[src/rtl/div_32bit_seq.sv]
// Sequential 32-bit restoring divider for MIPS div/divu: one quotient bit per clock.
// Define DIV_SIGNED_EN to enable the two's-complement (div) path; otherwise all operations are unsigned.
module div_32bit_seq (
  input  logic        clk,
  input  logic        reset,
  input  logic        start,
  input  logic        is_signed,
  input  logic [31:0] dividend,
  input  logic [31:0] divisor,
  output logic        busy,
  output logic        done,
  output logic [31:0] quotient,
  output logic [31:0] remainder,
  output logic        div_by_zero
);

  typedef enum logic [1:0] {IDLE, RUN, FIX, DONE} state_e;

  state_e      state_q, state_d;
  logic [4:0]  count_q, count_d;
  logic [31:0] r_q, r_d;          // partial remainder
  logic [31:0] q_q, q_d;          // shifting dividend/quotient
  logic [31:0] d_q, d_d;          // divisor magnitude
  logic [31:0] quot_q, quot_d;
  logic [31:0] rem_q, rem_d;
  logic        dbz_q, dbz_d;
  logic [32:0] r_shift;
  logic [31:0] a_mag, b_mag;

`ifdef DIV_SIGNED_EN
  logic neg_quo_q, neg_quo_d;
  logic neg_rem_q, neg_rem_d;
  logic a_neg, b_neg;

  assign a_neg = is_signed & dividend[31];
  assign b_neg = is_signed & divisor[31];
  assign a_mag = a_neg ? (~dividend + 32'd1) : dividend;
  assign b_mag = b_neg ? (~divisor + 32'd1) : divisor;
`else
  logic unused_is_signed;

  assign unused_is_signed = is_signed;
  assign a_mag = dividend;
  assign b_mag = divisor;
`endif

  // The 33rd remainder bit only lives for one cycle; the stored remainder is always < divisor.
  assign r_shift = {r_q, q_q[31]};

  always_comb begin
    // NOTE: every signal driven here gets a default first so no latch is inferred on paths that skip it.
    state_d = state_q;
    count_d = count_q;
    r_d     = r_q;
    q_d     = q_q;
    d_d     = d_q;
    quot_d  = quot_q;
    rem_d   = rem_q;
    dbz_d   = dbz_q;
`ifdef DIV_SIGNED_EN
    neg_quo_d = neg_quo_q;
    neg_rem_d = neg_rem_q;
`endif
    unique case (state_q)
      IDLE: begin
        if (start) begin
          if (divisor == 32'd0) begin
            quot_d  = 32'hFFFF_FFFF;
            rem_d   = dividend;
            dbz_d   = 1'b1;
            state_d = DONE;
          end else begin
            q_d     = a_mag;
            d_d     = b_mag;
            r_d     = 32'd0;
            count_d = 5'd0;
`ifdef DIV_SIGNED_EN
            neg_quo_d = a_neg ^ b_neg;
            neg_rem_d = a_neg;
`endif
            state_d = RUN;
          end
        end
      end
      RUN: begin
        if (r_shift >= {1'b0, d_q}) begin
          r_d = r_shift[31:0] - d_q;
          q_d = {q_q[30:0], 1'b1};
        end else begin
          r_d = r_shift[31:0];
          q_d = {q_q[30:0], 1'b0};
        end
        count_d = count_q + 5'd1;
        if (count_q == 5'd31) state_d = FIX;
      end
      FIX: begin
        // Results are published only here so the outputs never show partial values.
`ifdef DIV_SIGNED_EN
        quot_d = neg_quo_q ? (~q_q + 32'd1) : q_q;
        rem_d  = neg_rem_q ? (~r_q + 32'd1) : r_q;
`else
        quot_d = q_q;
        rem_d  = r_q;
`endif
        dbz_d   = 1'b0;
        state_d = DONE;
      end
      DONE: state_d = IDLE;
      default: state_d = IDLE;
    endcase
  end

  // NOTE: sequential state uses non-blocking assignments so all flops update from pre-edge values.
  always_ff @(posedge clk or posedge reset) begin
    if (reset) begin
      state_q <= IDLE;
      count_q <= 5'd0;
      r_q     <= 32'd0;
      q_q     <= 32'd0;
      d_q     <= 32'd0;
      quot_q  <= 32'd0;
      rem_q   <= 32'd0;
      dbz_q   <= 1'b0;
`ifdef DIV_SIGNED_EN
      neg_quo_q <= 1'b0;
      neg_rem_q <= 1'b0;
`endif
    end else begin
      state_q <= state_d;
      count_q <= count_d;
      r_q     <= r_d;
      q_q     <= q_d;
      d_q     <= d_d;
      quot_q  <= quot_d;
      rem_q   <= rem_d;
      dbz_q   <= dbz_d;
`ifdef DIV_SIGNED_EN
      neg_quo_q <= neg_quo_d;
      neg_rem_q <= neg_rem_d;
`endif
    end
  end

  assign busy        = (state_q != IDLE);
  assign done        = (state_q == DONE);
  assign quotient    = quot_q;
  assign remainder   = rem_q;
  assign div_by_zero = dbz_q;

endmodule
[config.mk]
export PLATFORM = sky130hd
export DESIGN_NAME = div_32bit_seq
export DESIGN_NICKNAME = d
export VERILOG_FILES = /design/src/rtl/div_32bit_seq.sv
export SDC_FILE = /design/constraint.sdc
export NUM_CORES = 1
export LEC_CHECK = 0
export ABC_AREA = 0
export BUFFER_PORTS_ARGS = -buffer_cell sky130_fd_sc_hd__buf_2
export CAP_MARGIN = 20
export CORE_ASPECT_RATIO = 1.75
export CORE_MARGIN = 2
export CORE_UTILIZATION = 63
export CTS_CLUSTER_SIZE = 20
export DETAILED_ROUTE_END_ITERATION = 10
export PLACE_DENSITY = 0.87
export SKIP_CTS_REPAIR_TIMING = 1
export SLEW_MARGIN = 40
export SYNTH_ARGS = -nofsm -noshare
export SYNTH_HDL_FRONTEND = slang
export SYNTH_SLANG_ARGS = --single-unit
[constraint.sdc]
create_clock -name clk -period 13.3 [get_ports clk]
set_input_delay 0.665 -clock clk [delete_from_list [all_inputs] [get_ports clk]]
set_output_delay 0.665 -clock clk [all_outputs]
set_load 0.05 [all_outputs]
==> results.md <==
- Slew of the pin with the lowest slew margin: 0.743 ns
- CP Cell Sequence: ha_1 -> nand2_1 -> nor3_1 -> nand4_1 -> nand3_1 -> a21oi_1 -> buf_4 -> and2_2 -> or3b_1 -> a21oi_1
- DP HPWL: 17500 µm
- # setup viols final: 0
- Die height: 166 µm
- Achievable Freq: 310 MHz
- Worst VDD drop: ~0.17 mV
- Main flop type after synthesis: dfrtp_1
- Vias per cell: roughly 6
- Syn avg cell area: 8.93 µm²
- Row count: 59
- PortBufs: between 100 and 150
- RSZ-0062 raised after global routing: false
- Detail Route Antenna Nets: 0
- Slew Viols, Final: 0
- Critical-path maximum fanout: 23
- Worst min path class: primary input to async pin
- Leak: 0.00497 µW
- First-pass GRT wire length: 39300 µm
- Worst Path Required: 13.65 ns
- CP max stage cell: nor3_1
- CTS Buf Count: 17
- Post-Route WL: 24200 µm
- Final Skew: 0.0123 ns
- CTS sink cnt: approximately 170
- Yosys Warn Count: 0
- Remaining Overflow, GRT: 0
- Largest net degree at the start of global routing: 95
- CTS HTree Levels: 4
- Placer Congestion: 0.922
- Area of the core: 0.0148 mm²
- Most used cell along the critical path: a21oi_1
- Post-Syn Nets: about 1200
- Via count: 8154
- Maxcap violations: 0
- DR iter-0 viols: between 400 and 500
- Asr flop ratio synth: 1.00
- Pwr per Cell Area: 308 mW/mm²
- Die Area: ~0.016 mm²
- Status: completed
- Worst Path Arrival: 3.57 ns
- Commonest non-fill, non-tap cell in the layout: dfrtp_1
- Sequential area share after synthesis: 0.446
- Final TNS setup: 0 ns
- WL/cell: 17.9 µm
- CP startpoint kind: flop
- Clock Latency Late Sink: 0.43 ns
- Reg clk slew, reported paths: 0.07 ns
- CTS Root Cell: clkbuf_16
- Die width: 96.5 µm
- Layout cells sized above 1: 0.170
- # DRC: 0
- Area grow syn2layout: 14.6%
- Max clock buf depth: 2
- CP Buf/Inv Count: 1
- Fin nets: 1264
- Vias in the first global route: 8169
- Final Hold Viols: 0
- Slowest stage delay, CP: 0.51 ns
- Initial antenna violation count: 1
- CP endpoint kind: flop
- Synth Instances: 1055
- Post-route clock period utilization: 0.242
- Hold Slack: a little under 0.3 ns
- Crit path max-delay family: simple AND/OR/NAND/NOR gates
- Drt pass-1 iters: 5
- Initial Utilization: 0.638
- All-layer global routing usage: 0.315
- TritonCTS clock tree: yes
- Slew margin rel.: 0.504
- Post-Syn Area: 0.00943 mm²
- Flops & latches, synth: 168
- Synth cell types: 68
- Critical path class: flop to flop
- Fin crit period: 3.22 ns
- # IOs: 135
- EDFF count, synth: 0
- Leading cell types in the layout, fill and taps excluded: 168 x dfrtp_1, 133 x buf_2, 123 x nor2_1
-- layout make-up --
cell class | instances | area [µm²]
timing repair buffer | 145 | 795
clock inverter | 14 | 151
tap | 183 | 229
fill | 1120 | 3970
antenna | 1 | 2.50
inverter | 79 | 304
sequential | 168 | 4200
multi-input combinational | 745 | 4670
clock buffer | 18 | 439
-- cell families after synthesis --
| logic type | Yosys count | synth area share |
|---|---|---|
| simple gates | 306 | 0.145 |
| xor+xnor | 22 | 0.0204 |
| mux | 81 | 0.0863 |
| compound gates | 296 | 0.185 |
| fa+ha+maj | 40 | 0.0539 |
| buf+inv | 142 | 0.0635 |
| flops | 168 | 0.446 |
-- sequential cells by signal, summed over array words and instances, names as in the netlist --
name / cells
d_q: 32
q_q: 32
quotient: 32
r_q: 32
remainder: 32
count_q: 5
state_q: 2
div_by_zero: 1
-- power by group --
group | internal [µW] | total [µW] | switching, µW
clock network | 256 | 489 | 233
logic | 642 | 1950 | 1300
registers | 734 | 886 | 152
total | 1630 | 3320 | 1690
-- layer usage --
layer / part of all wire / track usage
met1: 0.38 / 0.372
met2: 0.53 / 0.550
met3: 0.051 / 0.0481
met4: 0.042 / 0.140
met5: 0 / 0
-- metrics by stage --
stage	utilization	instance area, µm²	std cells	setup WS (ns)	power (µW)
4_1_cts	0.729	10800	1351	9.90	3310
5_1_grt	0.731	10800	1353	10.02	3560
3_3_place_gp	0.687	10100	1318	9.83	2730
2_1_floorplan	-	9430	1055	8.09	2390
3_5_place_dp	0.689	10200	1319	9.94	2800
6_report	0.731	10800	1353	10.08	3320
-- worst paths after layout --
kind,startpoint,to,slack [ns],cells after the start
max in group asynchronous,reset,r_q[28]$_DFFE_PP0P_,11.97,4
hold / removal,reset,quotient[3]$_DFFE_PP0P_,0.30,2
setup reg to reg,r_q[23]$_DFFE_PP0P_,r_q[23]$_DFFE_PP0P_,10.08,10
min in group clk,divisor[22],d_q[22]$_DFFE_PP0P_,0.45,3
setup / recovery,r_q[23]$_DFFE_PP0P_,r_q[23]$_DFFE_PP0P_,10.08,10
hold reg to reg,count_q[4]$_DFFE_PP0P_,count_q[4]$_DFFE_PP0P_,0.50,2
-- cells in the mapped netlist, types with 3 or more instances --
cell type	instances	area, µm²
dfrtp_1	168	4200
a32oi_1	7	61.3
xor2_1	9	78.8
nand3_1	21	105
xnor2_1	13	114
a31oi_1	38	238
mux2i_1	79	791
nor4_1	9	56.3
and3_1	7	43.8
nand4_1	12	75.1
a221o_1	3	30.0
buf_1	3	11.3
o21ai_0	66	330
nor3_1	12	60.1
buf_4	4	30.0
and2_1	4	25.0
o21a_1	6	45.0
nand2b_1	3	18.8
a21o_1	7	52.6
inv_1	79	297
o31ai_1	4	30.0
buf_6	3	33.8
o21bai_1	3	22.5
nand2_1	95	357
nor2_1	124	465
a21oi_1	109	546
o21ai_1	24	120
clkbuf_1	39	146
nor2b_1	5	31.3
buf_2	13	65.1
ha_1	39	488
(Power assumes the default switching activity.)
